### config.mk
export PLATFORM = sky130hd
export DESIGN_NAME = uart_loopback_buffer
export DESIGN_NICKNAME = d
export VERILOG_FILES = /design/src/rtl/uart_loopback_buffer_pkg.sv /design/src/rtl/uart_loopback_buffer_sync_fifo.sv /design/src/rtl/uart_loopback_buffer.sv
export SDC_FILE = /design/constraint.sdc
export NUM_CORES = 1
export LEC_CHECK = 0
export CAP_MARGIN = 10
export CELL_PAD_IN_SITES_DETAIL_PLACEMENT = 1
export CELL_PAD_IN_SITES_GLOBAL_PLACEMENT = 2
export CORE_ASPECT_RATIO = 0.8
export CORE_MARGIN = 10
export CORE_UTILIZATION = 30
export CTS_CLUSTER_DIAMETER = 40
export DETAILED_ROUTE_END_ITERATION = 10
export PLACE_DENSITY = 0.68
export SLEW_MARGIN = 20
export SYNTH_ARGS = -nofsm -noshare
export SYNTH_HDL_FRONTEND = slang
export SYNTH_SLANG_ARGS = --single-unit
### constraint.sdc
create_clock -name bclk -period 5.6 [get_ports bclk]
set_input_delay 1.12 -clock bclk [delete_from_list [all_inputs] [get_ports bclk]]
set_output_delay 1.12 -clock bclk [all_outputs]
set_load 0.05 [all_outputs]
### src/rtl/uart_loopback_buffer_pkg.sv
// Shared types and constants for the uart_rx -> uart_tx loopback buffer.
// The sequencer encoding is fixed so state values stay comparable with the older netlists.
package uart_loopback_buffer_pkg;

    localparam int unsigned BYTE_W = 8;

    typedef enum logic [1:0] {
        IDLE      = 2'd0,
        START     = 2'd1,
        WAIT_ACK  = 2'd2,
        WAIT_DONE = 2'd3
    } seq_state_e;

endpackage

### src/rtl/uart_loopback_buffer_sync_fifo.sv
// Circular byte FIFO with a separate occupancy counter.
// A push and a pop may both occur in the same cycle.
module sync_fifo
    import uart_loopback_buffer_pkg::*;
#(
    parameter int unsigned DEPTH = 16,
    parameter int unsigned AW    = 4
) (
    input  logic              clk_i,
    input  logic              rst_i,
    input  logic              push_i,
    input  logic [BYTE_W-1:0] wdata_i,
    input  logic              pop_i,
    output logic [BYTE_W-1:0] rdata_o,
    output logic [AW:0]       count_o,
    output logic              full_o,
    output logic              empty_o
);

    localparam logic [AW:0] FULL_CNT = (AW+1)'(DEPTH);

    logic [BYTE_W-1:0] mem_q [DEPTH];
    logic [AW-1:0]     wr_ptr_q, wr_ptr_d;
    logic [AW-1:0]     rd_ptr_q, rd_ptr_d;
    logic [AW:0]       count_q, count_d;
    logic              wr_en, rd_en;

    assign full_o  = (count_q == FULL_CNT);
    assign empty_o = (count_q == '0);
    assign count_o = count_q;
    assign rdata_o = mem_q[rd_ptr_q];

    // Fullness is judged on the pre-edge count, so a push into a full FIFO drops even alongside a pop.
    always_comb begin
        wr_en    = push_i && !full_o;
        rd_en    = pop_i && !empty_o;
        wr_ptr_d = wr_ptr_q;
        rd_ptr_d = rd_ptr_q;
        count_d  = count_q;
        if (wr_en) begin
            wr_ptr_d = wr_ptr_q + AW'(1);
        end
        if (rd_en) begin
            rd_ptr_d = rd_ptr_q + AW'(1);
        end
        case ({wr_en, rd_en})
            2'b10:   count_d = count_q + (AW+1)'(1);
            2'b01:   count_d = count_q - (AW+1)'(1);
            default: count_d = count_q;
        endcase
    end

    always_ff @(posedge clk_i) begin
        if (rst_i) begin
            wr_ptr_q <= '0;
            rd_ptr_q <= '0;
            count_q  <= '0;
        end else begin
            wr_ptr_q <= wr_ptr_d;
            rd_ptr_q <= rd_ptr_d;
            count_q  <= count_d;
        end
    end

    always_ff @(posedge clk_i) begin
        if (wr_en) begin
            mem_q[wr_ptr_q] <= wdata_i;
        end
    end

endmodule

### src/rtl/uart_loopback_buffer.sv
// Captures bytes from uart_rx on the rising edge of rx_ready, buffers them, and replays
// them in order to uart_tx through a start/busy handshake; dropped bytes set a sticky flag.
module uart_loopback_buffer
    import uart_loopback_buffer_pkg::*;
#(
    parameter int unsigned DEPTH = 16,
    parameter int unsigned AW    = 4
) (
    input  logic              bclk,
    input  logic              rst,
    input  logic              rx_ready,
    input  logic [BYTE_W-1:0] rx_dout,
    input  logic              tx_busy,
    output logic              tx_start,
    output logic [BYTE_W-1:0] tx_din,
    output logic [AW:0]       count,
    output logic              full,
    output logic              empty,
    output logic              overflow
);

    seq_state_e        state_q, state_d;
    logic              rx_ready_q;
    logic              overflow_q;
    logic [BYTE_W-1:0] tx_din_q;
    logic              push;
    logic              pop;
    logic [BYTE_W-1:0] head_byte;

    // A level held for many cycles yields a single push.
    assign push = rx_ready && !rx_ready_q;

    sync_fifo #(
        .DEPTH (DEPTH),
        .AW    (AW)
    ) u_fifo (
        .clk_i   (bclk),
        .rst_i   (rst),
        .push_i  (push),
        .wdata_i (rx_dout),
        .pop_i   (pop),
        .rdata_o (head_byte),
        .count_o (count),
        .full_o  (full),
        .empty_o (empty)
    );

    always_comb begin
        state_d  = state_q;
        pop      = 1'b0;
        tx_start = 1'b0;
        case (state_q)
            IDLE: begin
                if (!empty) begin
                    pop     = 1'b1;
                    state_d = START;
                end
            end
            START: begin
                tx_start = 1'b1;
                state_d  = WAIT_ACK;
            end
            WAIT_ACK: begin
                if (tx_busy) begin
                    state_d = WAIT_DONE;
                end
            end
            WAIT_DONE: begin
                if (!tx_busy) begin
                    state_d = IDLE;
                end
            end
            default: state_d = IDLE;
        endcase
    end

    always_ff @(posedge bclk) begin
        if (rst) begin
            state_q    <= IDLE;
            rx_ready_q <= 1'b0;
            overflow_q <= 1'b0;
            tx_din_q   <= '0;
        end else begin
            state_q    <= state_d;
            rx_ready_q <= rx_ready;
            if (push && full) begin
                overflow_q <= 1'b1;
            end
            if (pop) begin
                tx_din_q <= head_byte;
            end
        end
    end

    assign tx_din   = tx_din_q;
    assign overflow = overflow_q;

endmodule

==> flow_metrics.tcl, run 1 <==
set metrics [dict create \
    grt-ovfl-total 0 \
    worstPathRequired_ps 5900 \
    synth.avg_cell_area_um2 16.1 \
    antenna_found_initial 0 \
    grt_pass1_wl_mm 21.9 \
    num_vias 3354 \
    drive_above_1_share_pct 14.5 \
    start_kind "input pin" \
    via_per_inst 4.77 \
    netlist_instances 389 \
    holdBufCountCts 0 \
    h-tree-depth 4 \
    regArea_um2 4350 \
    cts-root-buf "clkbuf_16" \
    die-area_um2 27100 \
    setup_viol 0 \
    synthArstFlopShare_pct 0 \
    cp_slowest_cell "clkdlybuf4s50_1" \
    total_power_mw 3.47 \
    drtAntennaViolNets 0 \
    synth_top_area_share_pct 61.4 \
    synth_seq_cells 153 \
    final_cell_area_um2 7440 \
    synth_edf_count 128 \
    synth_nets 415 \
    syn_area_um2 6260 \
    leakage_nw 2.36 \
    min_period_ps 3650 \
    wirelength_mm 14.2 \
    dp_hpwl_mm 9.20 \
    grt_usage_pct 10.7 \
    grt_pass1_vias 3652 \
    tightest_slew_ps 1000 \
    fin_cells 703 \
    layout.nets 447 \
    path_clk_slew_ps 60 \
    cts_tree "yes" \
    post-route-period-util_pct 65.1 \
    whs_ps 473 \
    cpPeakStageDelay_ps 490 \
    ys.flop_type "edfxtp_1" \
    yosysSeqAreaShare_pct 69.4 \
    die_h_um 149 \
    cts_max_path_buffers 2 \
    grt_max_degree 29 \
    path_max_fanout 8 \
    status "completed" \
    nFillCells 2100 \
    fmax_mhz 274 \
    worstSetupEndpointType "flop" \
    cts.sinks 153 \
    vdd_drop_max_mv 0.168 \
    drv_slew 0 \
    final_util_pct 36.2 \
    cts_made_buffers 17 \
    wl_per_cell_um 20.2 \
    syn_to_final_growth_pct 18.9 \
    holdCritPathClass "flop to flop" \
    dp.cells 671 \
    synth.most_common_cell "edfxtp_1" \
    io_pins 29 \
    cap_violations 0 \
    crit_chain "clkdlybuf4s50_1 > nand2b_1 > a21oi_1 > inv_1 > ha_1 > xor2_1 > ha_1 > o21a_1 > o21a_1 > o32ai_1 > mux2_2" \
    worstPathArrival_ps 3950 \
    dp_slack_ps 1510 \
    antennaDiodeCount 0 \
    ys_top_cells_by_count "edfxtp_1 (128), nor2_1 (47), mux2i_1 (36), dfxtp_1 (25)" \
    worst_slack_ps 1950 \
    synth.distinct_cells 44 \
    tns_ps 0 \
    placeableCoreArea_um2 20600 \
    cts_resized 0 \
    rsz0062_at_grt "no" \
    yosysWarnings 0 \
    crit_type "input pin to flop" \
    start_util_pct 30.4 \
    relSlewSlack_pct 32.9 \
    drtPass1Iterations 4 \
    clock_latency_ps 410 \
    port_buffers 28 \
    cts_setup_buffers 0 \
    core.rowCount 47 \
    p_per_area_nw_per_um2 466 \
    skew_ps 10.7 \
    multiInputGateArea_um2 1780 \
    die_x_um 182 \
    synth_area_leaders "edfxtp_1 (61%), dfxtp_1 (8.0%), mux2i_1 (5.8%), mux4_2 (5.8%), nor2_1 (2.8%)" \
    drt-initial-drc-count 194 \
    finalWeightedCongestion 0.739 \
    hold_viol 0 \
    route.detailed.drc 0 \
    placed_area_um2 6810 \
    yosys.area.top_type "edfxtp_1" \
]
-- worst paths after layout --
kind                                        start                end  slack [ps]  cells after the start
worst min-delay path                     overflow           overflow         470                      2
worst max-delay path                     rx_ready  u_fifo.count_o[4]        1950                     11
worst max register to register  u_fifo.count_o[2]  u_fifo.count_o[4]        2470                     10
worst min register to register           overflow           overflow         470                      2
-- area by class of cell --
| cell class | instances | area share (%) |
|---|---|---|
| Multi-Input combinational cell | 208 | 23.8 |
| Clock inverter | 8 | 1.88 |
| Inverter | 6 | 0.303 |
| Clock buffer | 24 | 6.61 |
| Sequential cell | 153 | 58.4 |
| Timing Repair Buffer | 35 | 4.47 |
| Tap cell | 269 | 4.52 |
-- where the power goes --
group | switching [mW] | leakage, nW | internal (mW)
clock | 0.427 | 0.314 | 0.791
combinational | 0.544 | 0.685 | 0.334
sequential | 0.0691 | 1.36 | 1.30
total | 1.04 | 2.36 | 2.43
-- registers in the layout, summed over array words and instances (netlist names) --
register and flops:
u_fifo.rd_ptr_q 4, state_q 2, u_fifo.count_o 5, u_fifo.wr_ptr_q 4, overflow 1, tx_din 8, rx_ready_q 1, u_fifo.mem_q 128
-- metal layers --
metal  up-vias  GRT usage, %  part of all wire, %
met4         0          2.80                 0.63
met3         7          2.59                  2.8
met1      1731          14.0                   49
li1       1574             -                    -
met2        42          17.3                   48
met5         -             0                    0
-- worst max-delay path: cells and delay by family --
kind | cells | cell delay (ps)
AO/OA/AOI/OAI | 4 | 1030
buffers and inverters | 2 | 620
adder cells (fa/ha/maj) | 2 | 550
multiplexers | 1 | 370
XOR/XNOR | 1 | 190
AND/OR/NAND/NOR | 1 | 80
-- cell usage in the layout (no fill, tap or decap), drive strengths merged, types with 2 or more instances in the layout --
cell type	synthesis	routed
nor3	4	4
bufinv	0	4
clkbuf	5	24
clkinv	0	4
nand2b	4	4
buf	17	7
nand3	2	2
nor3b	2	2
a211oi	2	2
o22ai	16	16
or3	2	2
nor2	47	47
edfxtp	128	128
a21oi	4	4
a22oi	8	8
mux4	16	16
ha	14	14
a31oi	2	2
o211ai	3	3
mux2i	36	36
xnor2	3	3
xor2	7	7
o21a	2	2
clkdlybuf4s50	0	28
o21ai	2	2
a311oi	8	8
mux2	2	2
nor2b	4	4
dfxtp	25	25
inv	6	6
nand2	6	6
-- cell families (layout without fill, tap and decap cells) --
family / count (synthesis) / count (layout) / synth area share [%]
AO/OA/AOI/OAI: 52 / 52 / 6.17
buffers and inverters: 28 / 73 / 2.36
multiplexers: 54 / 54 / 11.9
AND/OR/NAND/NOR: 78 / 78 / 6.03
adder cells (fa/ha/maj): 14 / 14 / 2.80
flip-flops: 153 / 153 / 69.4
XOR/XNOR: 10 / 10 / 1.40
Power figures use the tool's default switching activity.
==> run 2: changes to the inputs <==
--- a/config.mk
+++ b/config.mk
@@ -13,7 +13,7 @@
 export CORE_UTILIZATION = 30
 export CTS_CLUSTER_DIAMETER = 40
 export DETAILED_ROUTE_END_ITERATION = 10
-export PLACE_DENSITY = 0.68
+export PLACE_DENSITY = 0.7
 export SLEW_MARGIN = 20
 export SYNTH_ARGS = -nofsm -noshare
 export SYNTH_HDL_FRONTEND = slang
==> constraint.sdc (replaced) <==
create_clock -name bclk -period 3.05 [get_ports bclk]
set_input_delay 0.61 -clock bclk [delete_from_list [all_inputs] [get_ports bclk]]
set_output_delay 0.61 -clock bclk [all_outputs]
set_load 0.05 [all_outputs]
==> flow_metrics.tcl, run 2 (same netlist as run 1, synthesis figures left out) <==
set metrics [dict create \
    core.rowCount 47 \
    swShare_pct 31.6 \
    min-delay-start "overflow" \
    start_util_pct 30.4 \
    status "completed" \
    drive_above_1_share_pct 18.7 \
    largest_reg_flops 128 \
    p_clk_share_pct 32.0 \
    p_per_area_nw_per_um2 823 \
    skew_ps 13.9 \
    relSlewSlack_pct 39.3 \
    layout.nets 468 \
    power_frac_seq_pct 40.6 \
    wirelength_mm 14.5 \
    path_clk_slew_ps 60 \
    num_vias 3460 \
    post-route-period-util_pct 97.1 \
    die-area_um2 27100 \
    drtPass1Iterations 4 \
    via_per_inst 4.78 \
    leakage_nw 2.45 \
    placeableCoreArea_um2 20600 \
    cts_made_buffers 17 \
    internal-power_mw 4.25 \
    finalWeightedCongestion 0.748 \
    drtAntennaViolNets 0 \
    holdBufCountCts 0 \
    die_x_um 182 \
    io_pins 29 \
    antenna_found_initial 0 \
    grt_busiest_layer "met2" \
    h-tree-depth 4 \
    start_kind "flop" \
    worstSetupStartpoint "u_fifo.count_o[1]" \
    use_met3_pct 3.06 \
    clock_latency_ps 420 \
    cts-root-buf "clkbuf_16" \
    final_cell_mix "edfxtp_1 (128), nor2_1 (47), mux2i_1 (36)" \
    cap_violations 0 \
    vdd_drop_max_mv 0.322 \
    grt-ovfl-total 0 \
    worstPathRequired_ps 2440 \
    pwr-share-comb_pct 27.4 \
    cts_setup_buffers 0 \
    tns_ps 0 \
    cts_tree "yes" \
    path_max_fanout 10 \
    fmax_mhz 338 \
    met1_usage_pct 14.5 \
    rsz0062_at_grt "no" \
    setup_viol 0 \
    syn_to_final_growth_pct 20.5 \
    cts_max_path_buffers 2 \
    cts_resized 0 \
    antennaDiodeCount 0 \
    route.detailed.drc 0 \
    nFillCells 2112 \
    grt_max_degree 26 \
    dp_hpwl_mm 9.58 \
    hold_viol 0 \
    final_common_cell "edfxtp_1" \
    worstPathArrival_ps 2350 \
    cts.sinks 153 \
    min_period_ps 2960 \
    p_switching_mw 1.96 \
    drt-initial-drc-count 235 \
    holdCritPathClass "flop to flop" \
    tightest_slew_ps 909 \
    total_power_mw 6.21 \
    drv_slew 0 \
    grt_pass1_wl_mm 23.0 \
    r2r-start "u_fifo.count_o[1]" \
    grt_usage_pct 11.2 \
    grt_use_met2_pct 18.0 \
    die_h_um 149 \
    port_buffers 28 \
    crit_type "flop to primary output" \
    wl_per_cell_um 20.1 \
    grt_pass1_vias 3862 \
    worstSetupEndpointType "primary output" \
    regMostFlops "u_fifo.mem_q" \
]
## run 2: per-stage QoR
| stage | utilization, % | worst slack (ps) | hold WS (ps) | cells | cell area [um^2] |
|---|---|---|---|---|---|
| floorplan | - | 52.4 | 510 | 389 | 6270 |
| global placement | 33.9 | 35.5 | 452 | 692 | 6980 |
| detailed placement | 33.9 | -70.0 | 491 | 692 | 6980 |
| CTS | 36.7 | 10.0 | 506 | 724 | 7540 |
| global route | 36.7 | 15.7 | 515 | 724 | 7550 |
| finish | 36.7 | 89.6 | 495 | 724 | 7550 |
## run 2: area by class of cell
type | instances | area (um^2) | area share (%)
repair buffers | 56 | 505 | 6.70
flip-flops and latches | 153 | 4350 | 57.7
clock inverters | 8 | 68.8 | 0.912
well taps | 269 | 337 | 4.46
inverters | 6 | 22.5 | 0.298
multi-input cells | 208 | 1770 | 23.5
clock buffers | 24 | 492 | 6.52
## run 2: layer usage
layer / share of wire [%] / up-vias
li1: - / 1613
met1: 47 / 1790
met2: 48 / 50
met3: 4.2 / 7
met4: 1.0 / 0
met5: 0 / -
## run 2: worst max-delay path, cell delays in order (launching register included)
cell and delay, ps:
dfxtp_2 390, or4_4 600, nor2_1 110, clkdlybuf4s50_1 820
## run 2: power by group through the flow
stage          logic, mW  registers (mW)  clock network (mW)
2_1_floorplan       1.02            2.70                   0
3_3_place_gp        1.65            2.56                   0
3_5_place_dp        1.70            2.57                   0
4_1_cts             1.71            2.52                2.05
5_1_grt             1.85            2.54                2.13
6_report            1.70            2.52                1.99
## run 2: worst paths after layout
check / end / slack, ps / depth (start not counted)
setup / recovery: empty / 90 / 3
hold reg to reg: overflow / 500 / 2
hold / removal: overflow / 500 / 2
setup reg to reg: u_fifo.count_o[4] / 390 / 9
==> run 3: changes to the inputs <==
--- a/config.mk
+++ b/config.mk
@@ -13,7 +13,7 @@
 export CORE_UTILIZATION = 30
 export CTS_CLUSTER_DIAMETER = 40
 export DETAILED_ROUTE_END_ITERATION = 10
-export PLACE_DENSITY = 0.7
+export PLACE_DENSITY = 0.71
 export SLEW_MARGIN = 20
 export SYNTH_ARGS = -nofsm -noshare
 export SYNTH_HDL_FRONTEND = slang
==> flow_metrics.tcl, run 3 (same netlist as run 1, synthesis figures left out) <==
set metrics [dict create \
    worst-r2r-setup-slack_ps 430 \
    fmax_mhz 339 \
    worstPathArrival_ps 2340 \
    cts.sinks 153 \
    min-delay-start "overflow" \
    largest_reg_flops 128 \
    cts_max_path_buffers 2 \
    h-tree-depth 4 \
    crit_buf_inv 1 \
    worst_slack_ps 100 \
    crit_family "buffers and inverters" \
    tightest_slew_ps 851 \
    dp_slack_ps -111 \
    setup_viol 0 \
    reg2reg_to "u_fifo.count_o[4]" \
    cts_tree "yes" \
    die_x_um 182 \
    drtAntennaViolNets 0 \
    regMostFlops "u_fifo.mem_q" \
    layout.nets 466 \
    clock_latency_ps 420 \
    die_h_um 149 \
    drv_slew 0 \
    final_cell_mix "edfxtp_1 (128), nor2_1 (47), mux2i_1 (36)" \
    fin_cells 722 \
    worstPathRequired_ps 2440 \
    drt-initial-drc-count 184 \
    grt_max_degree 26 \
    path_clk_slew_ps 60 \
    rsz0062_at_grt "no" \
    crit_type "flop to primary output" \
    hold_depth 2 \
    syn_to_final_growth_pct 20.5 \
    total_power_mw 6.22 \
    grt_pass1_vias 3703 \
    cap_violations 0 \
    relSlewSlack_pct 43.2 \
    io_pins 29 \
    wl_per_cell_um 19.8 \
    final_common_cell "edfxtp_1" \
    min_delay_worst_endpoint "overflow" \
    status "completed" \
    grt_usage_pct 10.9 \
    crit_chain "or4_4 > nor2_1 > clkdlybuf4s50_1" \
    vdd_drop_max_mv 0.337 \
    r2r-start "u_fifo.count_o[1]" \
    core.rowCount 47 \
    route.detailed.drc 0 \
    num_vias 3485 \
    cp_slowest_cell "clkdlybuf4s50_1" \
    holdCritPathClass "flop to flop" \
    grt-ovfl-total 0 \
    die-area_um2 27100 \
    worstSetupEndpointType "primary output" \
    start_util_pct 30.4 \
    cpPeakStageDelay_ps 820 \
    antennaDiodeCount 0 \
    leakage_nw 2.44 \
    via_per_inst 4.83 \
    skew_ps 7.23 \
    grt_pass1_wl_mm 22.1 \
    cts_setup_buffers 0 \
    path_max_fanout 10 \
    post-route-period-util_pct 96.7 \
    p_per_area_nw_per_um2 824 \
    wirelength_mm 14.3 \
    drive_above_1_share_pct 18.5 \
    min_period_ps 2950 \
    start_kind "flop" \
    tns_ps 0 \
    placeableCoreArea_um2 20600 \
    dp.cells 690 \
    drtPass1Iterations 5 \
    hold_viol 0 \
    antenna_found_initial 0 \
    cts-root-buf "clkbuf_16" \
    finalWeightedCongestion 0.712 \
    reg2regPathDepth 9 \
    port_buffers 28 \
    dp_hpwl_mm 9.32 \
    cts_made_buffers 17 \
]
## run 3: stage by stage
step	hold slack [ps]	area, um^2	util [%]
finish	501	7540	36.7
global route	528	7540	36.7
CTS	500	7540	36.6
detailed placement	485	6970	33.9
global placement	453	6970	33.9
floorplan	510	6270	-
## run 3: layer usage
layer / vias up / wire length [um] / part of all wire (%) / GRT usage [%]
li1: 1614 / - / - / -
met1: 1808 / 6820 / 48 / 14.0
met2: 49 / 6830 / 48 / 17.3
met3: 14 / 514 / 3.6 / 3.10
met4: 0 / 137 / 0.96 / 3.49
met5: - / 0 / 0 / 0
## run 3: where the power goes
| group | total, mW | switching, mW | internal, mW |
|---|---|---|---|
| combinational | 1.66 | 1.01 | 0.649 |
| sequential | 2.52 | 0.128 | 2.39 |
| clock | 2.04 | 0.812 | 1.23 |
| total | 6.22 | 1.95 | 4.27 |
## run 3: worst max path at each step
stage                      startpoint           endpoint  slack (ps)  cells past startpoint
global placement             rx_ready  u_fifo.count_o[4]          10                     11
floorplan           u_fifo.count_o[3]  u_fifo.count_o[4]          50                     11
detailed placement           rx_ready  u_fifo.count_o[4]        -110                     11
finish              u_fifo.count_o[1]              empty         100                      3
global route        u_fifo.count_o[1]              empty          40                      3
CTS                 u_fifo.count_o[1]               full          40                      3
## run 3: final cells by class
type                            count  area (um^2)
Timing Repair Buffer               54          490
Fill cell                        2097        13000
Sequential cell                   153         4350
Multi-Input combinational cell    208         1770
Clock buffer                       21          450
Inverter                            6         22.5
Tap cell                          269          337
Clock inverter                     11          123
## run 3: tightest hold or removal path, cell delays in order, from the launching register on
cell	delay [ps]
dfxtp_1	340
a21oi_1	50
nor2_1	70
## run 3: repair_timing
action                                  4_1_cts  5_1_grt
hold buffers                                  0        0
endpoints found under the hold margin         0        0
endpoints found under the setup margin        0        1
resized for setup                             0        1
